### src/rtl/divider16.sv
// Unsigned restoring shift-subtract divider, one quotient bit per clock.
// Start/busy/done handshake; results held in dedicated registers between operations.
module divider16 #(
    parameter int WIDTH = 16
) (
    input  logic             clk,
    input  logic             reset,
    input  logic             start,
    input  logic [WIDTH-1:0] dividend,
    input  logic [WIDTH-1:0] divisor,
    output logic             busy,
    output logic             done,
    output logic [WIDTH-1:0] quotient,
    output logic [WIDTH-1:0] remainder,
    output logic             div_by_zero
);

    localparam int CW = $clog2(WIDTH);
    localparam logic [CW-1:0] LAST_STEP = CW'(WIDTH - 1);

    typedef enum logic [1:0] {IDLE, RUN, DONE} state_t;

    state_t           state, state_n;
    logic [CW-1:0]    step, step_n;
    logic [WIDTH-1:0] r_work, r_work_n;
    logic [WIDTH-1:0] q_work, q_work_n;
    logic [WIDTH-1:0] dvsr, dvsr_n;
    logic [WIDTH-1:0] quotient_n, remainder_n;
    logic             div_by_zero_n;

    // One restoring step: shift the next dividend bit into R, trial-subtract the divisor.
    // R stays below 2^k after k steps, so dropping R's MSB on the shift loses nothing.
    logic [WIDTH-1:0] trial;
    logic [WIDTH:0]   diff;
    logic             qbit;

    assign trial = {r_work[WIDTH-2:0], q_work[WIDTH-1]};
    assign diff  = {1'b0, trial} - {1'b0, dvsr};
    assign qbit  = ~diff[WIDTH];

    // Handshake: start is accepted only when busy=0 (IDLE or DONE); done pulses for
    // exactly one cycle with results valid; busy and done are mutually exclusive.
    assign busy = (state == RUN);
    assign done = (state == DONE);

    always_comb begin
        state_n       = state;
        step_n        = step;
        r_work_n      = r_work;
        q_work_n      = q_work;
        dvsr_n        = dvsr;
        quotient_n    = quotient;
        remainder_n   = remainder;
        div_by_zero_n = div_by_zero;
        case (state)
            RUN: begin
                r_work_n = qbit ? diff[WIDTH-1:0] : trial;
                q_work_n = {q_work[WIDTH-2:0], qbit};
                step_n   = step + 1'b1;
                if (step == LAST_STEP) begin
                    state_n       = DONE;
                    quotient_n    = {q_work[WIDTH-2:0], qbit};
                    remainder_n   = qbit ? diff[WIDTH-1:0] : trial;
                    div_by_zero_n = 1'b0;
                end
            end
            default: begin
                state_n = IDLE;
                if (start) begin
                    dvsr_n = divisor;
                    if (divisor == '0) begin
                        state_n       = DONE;
                        quotient_n    = '1;
                        remainder_n   = dividend;
                        div_by_zero_n = 1'b1;
                    end else begin
                        state_n  = RUN;
                        step_n   = '0;
                        r_work_n = '0;
                        q_work_n = dividend;
                    end
                end
            end
        endcase
    end

    always_ff @(posedge clk) begin
        if (reset) begin
            state       <= IDLE;
            step        <= '0;
            r_work      <= '0;
            q_work      <= '0;
            dvsr        <= '0;
            quotient    <= '0;
            remainder   <= '0;
            div_by_zero <= 1'b0;
        end else begin
            state       <= state_n;
            step        <= step_n;
            r_work      <= r_work_n;
            q_work      <= q_work_n;
            dvsr        <= dvsr_n;
            quotient    <= quotient_n;
            remainder   <= remainder_n;
            div_by_zero <= div_by_zero_n;
        end
    end

endmodule
### config.mk
export PLATFORM = sky130hd
export DESIGN_NAME = divider16
export DESIGN_NICKNAME = d
export VERILOG_FILES = /design/src/rtl/divider16.sv
export SDC_FILE = /design/constraint.sdc
export NUM_CORES = 1
export LEC_CHECK = 0
export CORE_ASPECT_RATIO = 1.2
export CORE_MARGIN = 8
export CORE_UTILIZATION = 41
export DETAILED_ROUTE_END_ITERATION = 10
export PLACE_DENSITY = 0.72
export SETUP_SLACK_MARGIN = 0.15
export SLEW_MARGIN = 5
export SYNTH_ARGS = -nofsm -noshare
export SYNTH_HDL_FRONTEND = slang
export SYNTH_SLANG_ARGS = --single-unit
### constraint.sdc
create_clock -name clk -period 3.7 [get_ports clk]
set_input_delay 0.74 -clock clk [delete_from_list [all_inputs] [get_ports clk]]
set_output_delay 0.74 -clock clk [all_outputs]
set_load 0.01 [all_outputs]
==> results of run 1 <==
## synthesized netlist by cell type, types with 2 or more instances
| cell type | number | area [µm²] |
|---|---|---|
| nand2_1 | 101 | 379 |
| dfxtp_1 | 86 | 1720 |
| nor2_1 | 74 | 278 |
| a21oi_1 | 65 | 325 |
| a211oi_1 | 29 | 218 |
| inv_1 | 23 | 86.3 |
| clkbuf_1 | 18 | 67.6 |
| ha_1 | 18 | 225 |
| a311oi_1 | 17 | 149 |
| nor3_1 | 13 | 65.1 |
| o21ai_0 | 12 | 60.1 |
| a32oi_1 | 7 | 61.3 |
| a22oi_1 | 6 | 45.0 |
| buf_2 | 6 | 30.0 |
| a21o_1 | 5 | 37.5 |
| clkbuf_8 | 5 | 68.8 |
| nand2b_1 | 5 | 31.3 |
| nand3_1 | 5 | 25.0 |
| nand4_1 | 4 | 25.0 |
| nor4_1 | 4 | 25.0 |
| buf_6 | 3 | 33.8 |
| o21bai_1 | 3 | 22.5 |
| xnor2_1 | 3 | 26.3 |
| xor2_1 | 3 | 26.3 |
| a21bo_2 | 2 | 20.0 |
| a22oi_2 | 2 | 25.0 |
| a311oi_2 | 2 | 30.0 |
| a31o_4 | 2 | 35.0 |
| a31oi_1 | 2 | 12.5 |
| and2_1 | 2 | 12.5 |
| buf_4 | 2 | 15.0 |
| nand2_2 | 2 | 12.5 |
| nand3b_1 | 2 | 15.0 |
| nor2b_1 | 2 | 12.5 |
## worst reg2reg max path, cell delays in order, from the launching register on
cell	delay (ns)
dfxtp_1	0.40
inv_1	0.09
ha_1	0.22
fa_1	0.39
nand2b_1	0.21
a211o_2	0.36
a31o_4	0.28
a21oi_4	0.46
a32oi_1	0.30
a211oi_1	0.26
## routing by layer
layer	GRT usage, %	up-vias	part of all wire [%]
li1	-	2088	-
met1	20.0	1902	45
met2	27.4	123	47
met3	3.03	27	4.9
met4	9.58	0	3.8
met5	0	-	0
## cells by family after synthesis
| family | count (synthesis) | share of synthesized area [%] |
|---|---|---|
| buf+inv | 59 | 6.94 |
| compound gates | 170 | 26.8 |
| mux | 1 | 0.225 |
| fa+ha+maj | 19 | 5.51 |
| flops | 86 | 38.7 |
| simple gates | 219 | 20.7 |
| xor+xnor | 6 | 1.18 |
## registers in the layout (all words and copies together), names as in the netlist
signal and flops:
quotient 16, state 2, step 4, dvsr 16, r_work 15, remainder 16, q_work 16, div_by_zero 1
## power groups by stage
stage          sequential [mW]  clock, mW  combinational, mW
2_1_floorplan             1.02          0              0.645
3_3_place_gp              1.03          0              0.801
3_5_place_dp              1.03          0              0.819
4_1_cts                   1.01      0.874              0.825
5_1_grt                   1.02      0.912              0.905
6_report                  1.02      0.860              0.829
## worst max path at each step
stage	end	slack (ns)	depth (start not counted)
finish	remainder[11]$_SDFFE_PP0P_	0.65	9
global route	remainder[13]$_SDFFE_PP0P_	0.46	9
CTS	remainder[13]$_SDFFE_PP0P_	0.66	9
floorplan	remainder[2]$_SDFFE_PP0P_	1.20	10
global placement	remainder[0]$_SDFFE_PP0P_	0.59	7
detailed placement	remainder[1]$_SDFFE_PP0P_	0.53	7
## cell type report
cell class | instances | area share [%]
clock inverter | 7 | 1.06
multi-input combinational | 415 | 44.6
sequential | 86 | 31.7
clock buffer | 9 | 4.14
tap | 129 | 2.97
timing repair buffer | 75 | 13.9
inverter | 24 | 1.66
## metrics by stage
stage,setup WS [ns],instances
4_1_cts,0.656,745
2_1_floorplan,1.20,560
3_5_place_dp,0.531,729
6_report,0.654,745
5_1_grt,0.463,745
3_3_place_gp,0.593,729
==> qor.csv, run 1 <==
stage,metric,value,unit
final_layout,number of fill cells,1006,
grt,total global routing overflow,0,
sta,Final setup violation count,0,
sta,crit path time final,3.05,ns
worst_setup_path,critical-path maximum fanout,16,
clock_tree,CTS H-Tree Depth,3,
worst_setup_path,kind of launch point of the worst setup path,register,
final_layout,post-layout instance area,5440,µm²
final_layout,final core area utilization,51.5,%
worst_hold_path,number of cells on the worst hold path,2,
detailed_routing,residual antenna-violating net count after detailed routing,0,
synthesis,main flop type after synthesis,dfxtp_1,
place,detailed placement HPWL,9260,µm
sta,setup skew after layout,0.00905,ns
worst_setup_path,worst reg-to-reg path cell count,9,
worst_setup_path,register-to-register setup slack,0.65,ns
worst_setup_path,arrival time at the worst endpoint,3.29,ns
power_and_ir_drop,power consumption,2.71,mW
worst_setup_path,critical path buffer and inverter count,1,
grt,via count of the first global-routing pass,4165,
clock_tree,root buffer cell,clkbuf_16,
grt,global router's overall resource usage,16.6,%
final_layout,register cell area after layout,1720,µm²
run_status,run status,finished clean,
grt,global-route wire length before repair,19900,µm
clock_tree,number of setup buffers added after CTS,0,
final_layout,share of layout cells above drive strength 1,7.14,%
floorplanning,number of I/O pins,70,
synthesis,post-synthesis net count,614,
clock_tree,CTS tree,built,
synthesis,synthesized area divided by synthesized cell count,7.95,µm²
synthesis,count of unique library cells instantiated by Yosys,59,
synthesis,post-synthesis instance area,4450,µm²
power_and_ir_drop,sequential power share,37.6,%
sta,RSZ-0062 raised after global routing,false,
sta,final worst hold slack,0.455,ns
floorplanning,area enclosed by the die boundary,14500,µm²
sta,final worst path period share,82.3,%
worst_setup_path,highest cell delay on the worst timing path,0.46,ns
detailed_routing,Post-Route WL,12200,µm
worst_setup_path,category of the most critical setup path,reg -> reg,
worst_setup_path,Top delay family on crit path,compound AO/OA/AOI/OAI gates,
power_and_ir_drop,clock power share,31.8,%
final_layout,most frequent standard cell in the layout excluding fill and tap cells,nand2_1,
final_layout,"leading cell types in the layout, fill and taps excluded","101 x nand2_1, 86 x dfxtp_1, 74 x nor2_1",
place,total placed instance area,5160,µm²
power_and_ir_drop,internal power contribution,1.77,mW
floorplanning,die span in y,130,µm
detailed_routing,count of TritonRoute iterations in the first routing pass,5,
final_layout,area of combinational cells with multiple inputs,2430,µm²
detailed_routing,total number of vias,4140,
floorplanning,row cnt,41,
flow_run,max-cap viol count,0,
sta,total negative setup slack,0,ns
worst_setup_path,"slowest stage cell, crit path",a21oi_4,
power_and_ir_drop,share of total power in combinational logic,30.6,%
clock_tree,Clock Tree Buf Depth,2,
synthesis,synthesis warning total,0,
place,count of buffers inserted at the top-level ports,69,
worst_setup_path,worst path cell trace,inv_1 -> ha_1 -> fa_1 -> nand2b_1 -> a211o_2 -> a31o_4 -> a21oi_4 -> a32oi_1 -> a211oi_1,
clock_tree,clock latency reported for the late side of the worst-skew pair,0.34,ns
synthesis,cell count after synthesis,560,
floorplanning,initial cell density of the core,42.1,%
power_and_ir_drop,switching share of power,34.7,%
synthesis,register bit total from synthesis,86,
clock_tree,cells resized by post-CTS repair,0,
power_and_ir_drop,power density cells,497,nW/µm²
worst_hold_path,HP Start,dvsr[7]$_SDFFE_PP0P_,
synthesis,number of flops mapped to enable cells by yosys,0,
clock_tree,post-CTS clock slew at the launch and capture registers of the worst setup and hold paths,0.07,ns
detailed_routing,First DRT Iteration DRCs,229,
floorplanning,area of the core,10600,µm²
synthesis,asr flop ratio synth,0,%
power_and_ir_drop,highest ir drop seen on vdd,0.270,mV
final_layout,diodes inserted,0,
clock_tree,TritonCTS buffer count,9,
floorplanning,die outline width,111,µm
worst_setup_path,crit end category,register,
power_and_ir_drop,leakage power total,2.00,nW
worst_setup_path,endpoint required time on the critical path,3.94,ns
sta,Achievable Freq,328,MHz
synthesis,register area share after synthesis,38.7,%
final_layout,Area growth syn-to-layout,22.2,%
detailed_routing,average detailed-routed wire length per instance,16.4,µm
sta,slew at the pin closest to its max-slew limit,1.05,ns
clock_tree,total number of clock tree sinks,86,
sta,relative slew slack,29.5,%
detailed_routing,final routed DRC violation total,0,
worst_hold_path,terminating pin of the worst hold path,dvsr[7]$_SDFFE_PP0P_,
detailed_routing,average vias per placed instance,5.56,
worst_setup_path,launch point of the worst path,q_work[15]$_SDFFE_PP0P_,
worst_setup_path,Critical R2R Capture,remainder[11]$_SDFFE_PP0P_,
sta,number of max-slew violations in the final report,0,
worst_hold_path,Hold Crit Class,reg -> reg,
grt,maximum number of pins on one net before global-route repair,55,
sta,number of hold-slack violations in the final timing report,0,
worst_setup_path,worst r2r src,q_work[15]$_SDFFE_PP0P_,
grt,number of antenna violations at the first check in global routing,0,
place,GPL Wtd Cong,0.888,
final_layout,total number of nets in the final design,665,
power_and_ir_drop,switching power total,0.939,mW
clock_tree,post-cts hold buffer count,0,
Note: power is estimated with default switching activity, not from simulation.
==> inputs of run 2 (changes only) <==
clock period = 3 ns   (was 3.7 ns; I/O delays follow)
==> run 2 against run 1 <==
Non-clock buffer count is 7 higher. Largest power group unchanged. Worst setup slack worse by 0.46 ns. Hold slack worse by 0.0019 ns. Largest cell class unchanged. Maximum frequency is 8.5% higher. Combinational power is 28% higher. Count of clock-buffer cells in the layout is 2 higher. Clock skew is 0.0032 ns lower. Critical path depth stayed put. Via count is 2.7% higher. Register-to-register slack worse by 0.46 ns. Sequential cell count stayed put. Clock power is 31% higher.
==> qor.csv, run 2 (synthesized netlist as in run 1, its figures left out) <==
stage,metric,value,unit,change
run_status,run status,finished clean,,unchanged
detailed_routing,Post-Route WL,12400,µm,"was 12,200 µm"
worst_hold_path,Hold Crit Class,reg -> reg,,unchanged
worst_setup_path,worst path cell trace,inv_1 -> ha_1 -> fa_1 -> nand2b_1 -> a211o_2 -> a31o_4 -> a31o_4 -> a32oi_1 -> a211oi_1,,was inv_1 -> ha_1 -> fa_1 -> nand2b_1 -> a211o_2 -> a31o_4 -> a21oi_4 -> a32oi_1 -> a211oi_1
grt,maximum number of pins on one net before global-route repair,46,,was 55
worst_setup_path,count of cell instances traversed by the critical path,9,,unchanged
worst_setup_path,worst reg-to-reg path cell count,9,,unchanged
worst_setup_path,endpoint required time on the critical path,3.18,ns,was 3.94 ns
final_layout,area of combinational cells with multiple inputs,2430,µm²,unchanged
power_and_ir_drop,clock power share,32.9,%,was 31.8%
grt,total global routing overflow,0,,unchanged
worst_setup_path,register-to-register setup slack,0.19,ns,was 0.65 ns
clock_tree,clock latency reported for the late side of the worst-skew pair,0.34,ns,about the same
power_and_ir_drop,leakage power total,2.05,nW,was 2.00 nW
floorplanning,row cnt,41,,unchanged
power_and_ir_drop,power consumption,3.45,mW,was 2.71 mW
final_layout,most frequent standard cell in the layout excluding fill and tap cells,nand2_1,,unchanged
power_and_ir_drop,internal power contribution,2.30,mW,was 1.77 mW
final_layout,total number of nets in the final design,672,,was 665
final_layout,Area growth syn-to-layout,24.0,%,was 22.2%
detailed_routing,total number of vias,4252,,"was 4,140"
clock_tree,total number of clock tree sinks,86,,unchanged
clock_tree,root buffer cell,clkbuf_16,,unchanged
floorplanning,area of the core,10600,µm²,unchanged
sta,setup skew after layout,0.00587,ns,was 0.00905 ns
sta,Achievable Freq,356,MHz,was 328 MHz
detailed_routing,final routed DRC violation total,0,,unchanged
final_layout,register cell area after layout,1720,µm²,unchanged
detailed_routing,routed length on met2,6040,µm,was 5690 µm
power_and_ir_drop,switching share of power,33.2,%,was 34.7%
clock_tree,CTS H-Tree Depth,3,,unchanged
grt,global router's overall resource usage,17.1,%,was 16.6%
worst_setup_path,kind of launch point of the worst setup path,register,,unchanged
clock_tree,CTS tree,built,,unchanged
sta,slew at the pin closest to its max-slew limit,1.01,ns,was 1.05 ns
floorplanning,initial cell density of the core,42.1,%,unchanged
clock_tree,TritonCTS buffer count,9,,unchanged
detailed_routing,average vias per placed instance,5.65,,was 5.56
worst_setup_path,worst r2r src,q_work[15]$_SDFFE_PP0P_,,unchanged
worst_setup_path,critical-path maximum fanout,16,,unchanged
sta,number of max-slew violations in the final report,0,,unchanged
floorplanning,die span in y,130,µm,unchanged
worst_setup_path,"slowest stage cell, crit path",dfxtp_1,,was a21oi_4
power_and_ir_drop,power density cells,624,nW/µm²,was 497 nW/µm²
final_layout,"leading cell types in the layout, fill and taps excluded","101 x nand2_1, 86 x dfxtp_1, 74 x nor2_1",,unchanged
grt,global-route wire length before repair,20200,µm,"was 19,900 µm"
worst_setup_path,critical path buffer and inverter count,1,,unchanged
sta,Final setup violation count,0,,unchanged
power_and_ir_drop,sequential power share,36.3,%,was 37.6%
worst_setup_path,cell with the most instances on the worst path,a31o_4,,
worst_setup_path,crit end category,register,,unchanged
grt,number of antenna violations at the first check in global routing,0,,unchanged
sta,RSZ-0062 raised after global routing,true,,was false
final_layout,number of fill cells,1010,,"was 1,006"
worst_setup_path,highest cell delay on the worst timing path,0.38,ns,was 0.46 ns
detailed_routing,Top Layer Used,met4,,unchanged
floorplanning,number of I/O pins,70,,unchanged
worst_setup_path,Critical R2R Capture,remainder[13]$_SDFFE_PP0P_,,was remainder[11]$_SDFFE_PP0P_
worst_setup_path,launch point of the worst path,q_work[15]$_SDFFE_PP0P_,,unchanged
grt,via count of the first global-routing pass,4177,,"was 4,165"
floorplanning,die outline width,111,µm,unchanged
power_and_ir_drop,highest ir drop seen on vdd,0.310,mV,was 0.270 mV
final_layout,final core area utilization,52.2,%,was 51.5%
worst_setup_path,arrival time at the worst endpoint,2.99,ns,was 3.29 ns
sta,number of hold-slack violations in the final timing report,0,,unchanged
power_and_ir_drop,share of total power in combinational logic,30.8,%,was 30.6%
sta,total negative setup slack,0,ns,unchanged
floorplanning,area enclosed by the die boundary,14500,µm²,unchanged
power_and_ir_drop,switching power total,1.14,mW,was 0.939 mW
worst_setup_path,destination of the critical timing path,remainder[13]$_SDFFE_PP0P_,,was remainder[11]$_SDFFE_PP0P_
detailed_routing,First DRT Iteration DRCs,261,,was 229
sta,crit path time final,2.81,ns,was 3.05 ns
detailed_routing,met3 layer wire length in the routed design,684,µm,was 601 µm
clock_tree,Clock Tree Buf Depth,2,,unchanged
detailed_routing,residual antenna-violating net count after detailed routing,0,,unchanged
final_layout,share of layout cells above drive strength 1,8.03,%,was 7.14%
sta,relative slew slack,32.4,%,was 29.5%
sta,final worst path period share,93.6,%,was 82.3%
detailed_routing,met1 layer wirelength in the final routing,5340,µm,was 5480 µm
final_layout,diodes inserted,0,,unchanged
detailed_routing,average detailed-routed wire length per instance,16.5,µm,was 16.4 µm
worst_setup_path,category of the most critical setup path,reg -> reg,,unchanged
detailed_routing,count of TritonRoute iterations in the first routing pass,5,,unchanged
place,GPL Wtd Cong,0.910,,was 0.888
clock_tree,number of setup buffers added after CTS,0,,unchanged
clock_tree,post-CTS clock slew at the launch and capture registers of the worst setup and hold paths,0.06,ns,was 0.07 ns
flow_run,max-cap viol count,0,,unchanged
worst_setup_path,Top delay family on crit path,compound AO/OA/AOI/OAI gates,,unchanged
place,detailed placement HPWL,9440,µm,was 9260 µm
place,count of buffers inserted at the top-level ports,69,,unchanged
==> run 2: cell types whose count changed in the layout (fill, tap and decap cells not counted) <==
cell	before	now
buf_4	4	10
clkinvlp_4	2	0
buf_12	2	3
bufinv_16	0	1
clkbuf_1	0	1
clkbuf_8	0	1
clkinv_2	1	2
clkinv_4	2	1
inv_8	1	0
==> run 2: through the flow <==
step | area, µm² | std cells | hold WS (ns) | worst slack [ns]
after global routing | 5520 | 752 | 0.469 | 0.0957
after floorplan | 4450 | 560 | 0.436 | 0.505
after CTS | 5520 | 752 | 0.455 | 0.222
after detailed placement | 5220 | 736 | 0.446 | 0.180
final | 5520 | 752 | 0.453 | 0.193
after global placement | 5220 | 736 | 0.445 | 0.267
==> run 2: final cells by class <==
| class | count | area share [%] |
|---|---|---|
| multi-input combinational | 415 | 44.0 |
| sequential | 86 | 31.2 |
| timing repair buffer | 82 | 14.9 |
| clock buffer | 11 | 4.40 |
| tap | 129 | 2.92 |
| inverter | 24 | 1.63 |
| clock inverter | 5 | 1.04 |
==> run 2: per-layer routing <==
metal  vias up  track usage (%)
met2       146             29.1
met4         0             8.64
met5         -                0
li1       2102                -
met1      1976             20.4
met3        28             3.17
==> run 2: how the worst min path moves through the flow <==
stage / start / end / slack, ns / depth (start not counted)
2_1_floorplan: dvsr[10]$_SDFFE_PP0P_ / dvsr[10]$_SDFFE_PP0P_ / 0.44 / 2
3_3_place_gp: dvsr[5]$_SDFFE_PP0P_ / dvsr[5]$_SDFFE_PP0P_ / 0.45 / 2
3_5_place_dp: dvsr[5]$_SDFFE_PP0P_ / dvsr[5]$_SDFFE_PP0P_ / 0.45 / 2
4_1_cts: dvsr[5]$_SDFFE_PP0P_ / dvsr[5]$_SDFFE_PP0P_ / 0.45 / 2
5_1_grt: dvsr[5]$_SDFFE_PP0P_ / dvsr[5]$_SDFFE_PP0P_ / 0.47 / 2
6_report: dvsr[5]$_SDFFE_PP0P_ / dvsr[5]$_SDFFE_PP0P_ / 0.45 / 2
==> run 2: repair_timing <==
action,4_1_cts,5_1_grt
gates resized for setup,0,0
setup endpoints to repair,0,11
hold buffers,0,0
==> run 2: power by group through the flow <==
stage	Sequential (mW)	Combinational, mW	Clock (mW)
after floorplan	1.26	0.796	0
after global placement	1.27	1.02	0
after detailed placement	1.27	1.04	0
after CTS	1.25	1.05	1.15
after global routing	1.26	1.16	1.21
final	1.25	1.06	1.13
==> run 2: worst min-delay path, delay by kind of cell (launching register included) <==
| kind | cells | cell delay [ns] |
|---|---|---|
| compound gates | 1 | 0.05 |
| flops | 1 | 0.31 |
| simple gates | 1 | 0.05 |
==> edit 1: new RTL, flow settings as in run 1 <==
The 3 states of `state_t` get a one-hot encoding in 3 bits.
--- a/src/rtl/divider16.sv
+++ b/src/rtl/divider16.sv
@@ -18,7 +18,7 @@
     localparam int CW = $clog2(WIDTH);
     localparam logic [CW-1:0] LAST_STEP = CW'(WIDTH - 1);
 
-    typedef enum logic [1:0] {IDLE, RUN, DONE} state_t;
+    typedef enum logic [2:0] {IDLE = 3'b001, RUN = 3'b010, DONE = 3'b100} state_t;
 
     state_t           state, state_n;
     logic [CW-1:0]    step, step_n;
Formal check against the unedited RTL: no difference found for any inputs over 10 cycles, from zero or initial values and one cycle with reset high; not proved beyond that.
==> edit 1 against run 1 <==
- cell area is 1.2% lower
- clock skew is 0.0023 ns lower
- count of clock-buffer cells in the layout is 2 higher
- sequential cell count is 1 higher
- setup slack better by 0.12 ns
- cell count is 1.6% lower
- worst hold slack better by 0.0025 ns
- wire length is 2.1% lower
- area after synthesis is 2.2% lower
- critical path type unchanged
- largest cell class unchanged
Power is not compared: it rests on default switching activity, and its combinational part moved more than twofold at a synthesized area within 25%.
==> edit 1: results (changes against run 1) <==
[run_status]
status=completed

[yosys]
synthCells=549  ; -2.0%
synth_fa_ha_area_frac=0.0535  ; -0.00162
synth-compound-area-share=0.256  ; -0.0112
synthTopCellsByArea=dfxtp_1, nand2_1, a21oi_1, nor2_1, ha_1
ys_seq_area_frac=0.400  ; +0.0134
synthXorXnorAreaFrac=0.0141  ; +0.00228
synth.area.mux_share=0.00690  ; +0.00465
synth_nets=602  ; -2.0%
synth_cell_types=52  ; -12%
yosys-top-cells-count=dfxtp_1, nand2_1, nor2_1

[global_route]
track_usage=0.173  ; +0.00686
grt_max_degree=63  ; +15%
grt_pass1_vias=3915  ; -6.0%
grt_pass1_wl_microns=19500  ; -1.6%

[placed_design]
placedCellCount=718  ; -1.5%
dp_slack_ns=0.631  ; +0.100 ns
dp_hpwl_microns=8950  ; -3.4%
place_area_sq_um=5120  ; -0.73%
place_congestion=0.942  ; +6.1%

[final_layout]
finalNetCount=653  ; -1.8%
drive_above_1_share=0.0646  ; -0.00686

[clock_tree]
cts.clk_slew.worst_paths_ns=0.06
clockBufferDepth=2  ; unchanged
cts_htree_levels=3  ; unchanged
cts_buffers=9  ; unchanged

[worst_hold_path]
hp-class=flop to flop

[sta]
tightest_slew_ns=1.19  ; +0.137 ns
fin_skew_ns=0.00675  ; -0.00230 ns

[critical_path]
cp_data_arrival_time_ns=3.19  ; -0.10 ns
cp_max_fo=16  ; unchanged

[drt]
dr.pass1.iters=6  ; +1
drtIter0Drc=341  ; +49%
wirelength_microns=12000  ; -2.1%
vias=4117  ; -0.56%
wl_per_cell_microns=16.3  ; -0.50%

[power]
p_leak_nw=1.95

==> edit 1: layer usage <==
metal | global-route usage | up-vias | wire [microns] | part of all wire
li1 | - | 2051 | - | -
met1 | 0.222 | 1915 | 5460 | 0.46
met2 | 0.276 | 135 | 5500 | 0.46
met3 | 0.0385 | 16 | 804 | 0.067
met4 | 0.0605 | 0 | 202 | 0.017
met5 | 0 | - | 0 | 0
==> edit 1: worst max-delay path, cell delays in order, from the launching register on <==
cell,delay [ns]
dfxtp_1,0.36
inv_1,0.05
ha_1,0.21
fa_1,0.39
nand2b_1,0.22
a211oi_1,0.41
or2_2,0.27
a31o_2,0.42
nand3_1,0.25
a41oi_1,0.26
==> edit 1: cell type report <==
class / instances / area [sq um]
timing repair buffer: 76 / 751
fill: 1008 / 5040
tap: 129 / 161
inverter: 25 / 98.8
clock inverter: 4 / 23.8
multi-input combinational: 401 / 2370
sequential: 87 / 1740
clock buffer: 11 / 233
==> edit 1: worst paths after layout <==
check	from	to	slack, ns	cells past startpoint
hold reg to reg	dvsr[11]	dvsr[11]	0.46	2
hold / removal	dvsr[11]	dvsr[11]	0.46	2
setup reg to reg	q_work[15]	remainder[13]	0.77	9
setup / recovery	q_work[15]	remainder[13]	0.77	9
==> edit 1: power by group <==
| part | total [W] | internal [W] | switching (W) | leakage, nW |
|---|---|---|---|---|
| combinational | 0.000381 | 0.000156 | 0.000225 | 1.11 |
| sequential | 0.00100 | 0.000972 | 0.0000277 | 0.711 |
| clock | 0.000812 | 0.000449 | 0.000363 | 0.129 |
==> edit 2: new RTL, flow settings as in run 1 <==
Without the edit above. Change the parameter `WIDTH` from 16 to 8.
--- a/src/rtl/divider16.sv
+++ b/src/rtl/divider16.sv
@@ -1,7 +1,7 @@
 // Unsigned restoring shift-subtract divider, one quotient bit per clock.
 // Start/busy/done handshake; results held in dedicated registers between operations.
 module divider16 #(
-    parameter int WIDTH = 16
+    parameter int WIDTH = 8
 ) (
     input  logic             clk,
     input  logic             reset,
Ports: changed (resized dividend, divisor, quotient and remainder); port bits go from 70 to 38. The function was not compared with the original's and may differ.
==> edit 2 against run 1 <==
- setup slack improved by 0.52 ns
- power fell by 57%
- wire length is 54% lower
- utilization decreased by 0.33 points
- cell area shrank 47%
- area after synthesis fell by 46%
- via count shrank 48%
- sequential cell count decreased by 41
- critical path type unchanged
- highest routed layer unchanged
==> edit 2: results (changes against run 1) <==
[critical_path]
reg2reg_slack_ns=1.17  ; +0.52 ns
reg2reg_from=q_work[7]
cp_max_fo=9  ; -7
r2r_end=r_work[3]
reg2regPathDepth=9  ; unchanged

[worst_hold_path]
hp-class=flop to flop
min_from=dvsr[3]
hold_depth=2  ; unchanged
min_to=dvsr[3]

[yosys]
ys_async_sr_fraction=0  ; unchanged
synthTopCellsByArea=dfxtp_1, nand2_1, nor2_1, ha_1, a311oi_2
synth_cell_types=54  ; -8.5%
synth.avg_cell_area_sq_um=8.39  ; +5.5%
yosys_warnings=0  ; unchanged
synth_flop_cell=dfxtp_1
ys_seq_area_frac=0.378  ; -0.00858
synth_nets=314  ; -49%
yosys-top-cells-count=dfxtp_1, nand2_1, nor2_1

[global_route]
grt_max_degree=48  ; -13%
grt_pass1_vias=2052  ; -51%
antenna_found_initial=0  ; unchanged
grt_pass1_wl_microns=9580  ; -52%
track_usage=0.138  ; -0.0281

[clock_tree]
cts.clk_slew.worst_paths_ns=0.09  ; +0.02 ns
clkLatencyLatePin_ns=0.30  ; -0.04 ns
cts_root_buf=clkbuf_8
cts_buffers=5  ; -4
cts_resized=0  ; unchanged
cts_setup_buffers=0  ; unchanged
clockBufferDepth=2  ; unchanged
cts_htree_levels=2  ; -1

[power]
vdd_drop_max_uv=190  ; -30%
p_leak_nw=1.04  ; -48%
switching_share=0.286  ; -0.0611

[placed_design]
dp_hpwl_microns=4200  ; -55%
placedCellCount=372  ; -49%
place_congestion=0.841  ; -5.2%
place_area_sq_um=2760  ; -46%
portBuffers=37  ; -46%

[final_layout]
instances_no_fill=380  ; -49%
finalNetCount=345  ; -48%
antenna_cells=0  ; unchanged
num-fill-cells=554  ; -45%
drive_above_1_share=0.108  ; +0.0362

[drt]
wl_per_cell_microns=15.0  ; -8.9%
dr.pass1.iters=4  ; -1
drtIter0Drc=149  ; -35%
vias_per_cell=5.66  ; +1.9%

[sta]
fin_skew_ns=0.00643  ; -0.00262 ns
tightest_slew_ns=0.958  ; -0.0959 ns

[run_status]
status=completed

==> edit 2: changes by cell type in the layout (fill, tap and decap cells not counted), sizes merged, moves of 10 or more <==
cell	delta
a211oi	-23
nor2	-40
nand2	-63
clkdlybuf4s50	-32
nand3	+10
dfxtp	-41
inv	-12
a21oi	-49
==> edit 2: worst max-delay path by stage <==
stage | startpoint | endpoint | slack [ns] | depth (start not counted)
6_report | q_work[7] | r_work[3] | 1.17 | 9
5_1_grt | q_work[7] | r_work[3] | 1.01 | 9
4_1_cts | q_work[7] | r_work[3] | 1.18 | 9
3_5_place_dp | divisor[4] | r_work[5] | 0.92 | 6
3_3_place_gp | start | remainder[2] | 0.97 | 5
2_1_floorplan | q_work[7] | remainder[3] | 1.57 | 10
==> edit 2: power groups by stage <==
stage	clock (W)	sequential (W)	combinational, W
after floorplan	0	0.000527	0.000189
after global placement	0	0.000530	0.000243
after detailed placement	0	0.000531	0.000246
after CTS	0.000393	0.000519	0.000247
after global routing	0.000416	0.000523	0.000273
final	0.000388	0.000520	0.000247
==> edit 2: cell type report <==
type	instances	area [sq um]	area share
clock inverters	1	30.0	0.0104
clock buffers	7	86.3	0.0300
repair buffers	39	380	0.132
multi-input cells	210	1350	0.468
inverters	14	52.6	0.0183
flip-flops and latches	45	901	0.313
well taps	64	80.1	0.0278
==> edit 2: kinds of logic (layout without fill, tap and decap cells) <==
logic type | count (synthesis) | count (layout) | share of synthesized area
simple gates | 126 | 126 | 0.255
buf+inv | 29 | 61 | 0.0557
mux | 1 | 1 | 0.00420
compound gates | 69 | 69 | 0.235
flops | 45 | 45 | 0.378
xor+xnor | 3 | 3 | 0.0110
fa+ha+maj | 11 | 11 | 0.0609
==> edit 2: metal layers <==
metal,vias up,part of all wire,GRT usage
li1,1078,-,-
met1,999,0.45,0.164
met2,66,0.47,0.235
met3,9,0.062,0.0355
met4,0,0.015,0.0405
met5,-,0,0
==> edit 2: critical path, stage by stage (launching register included) <==
cell and delay, ns:
dfxtp_1 0.34, inv_1 0.06, ha_1 0.16, inv_1 0.05, fa_1 0.42, a211oi_2 0.30, o211ai_2 0.18, and2_1 0.30
a31oi_1 0.42, a21oi_1 0.13
==> edit 2: stage by stage <==
step | utilization | hold WS, ns | setup WS (ns)
after floorplan | - | 0.436 | 1.57
after CTS | 0.511 | 0.459 | 1.18
final | 0.511 | 0.457 | 1.17
after global routing | 0.511 | 0.483 | 1.01
after detailed placement | 0.491 | 0.447 | 0.919
after global placement | 0.491 | 0.445 | 0.968
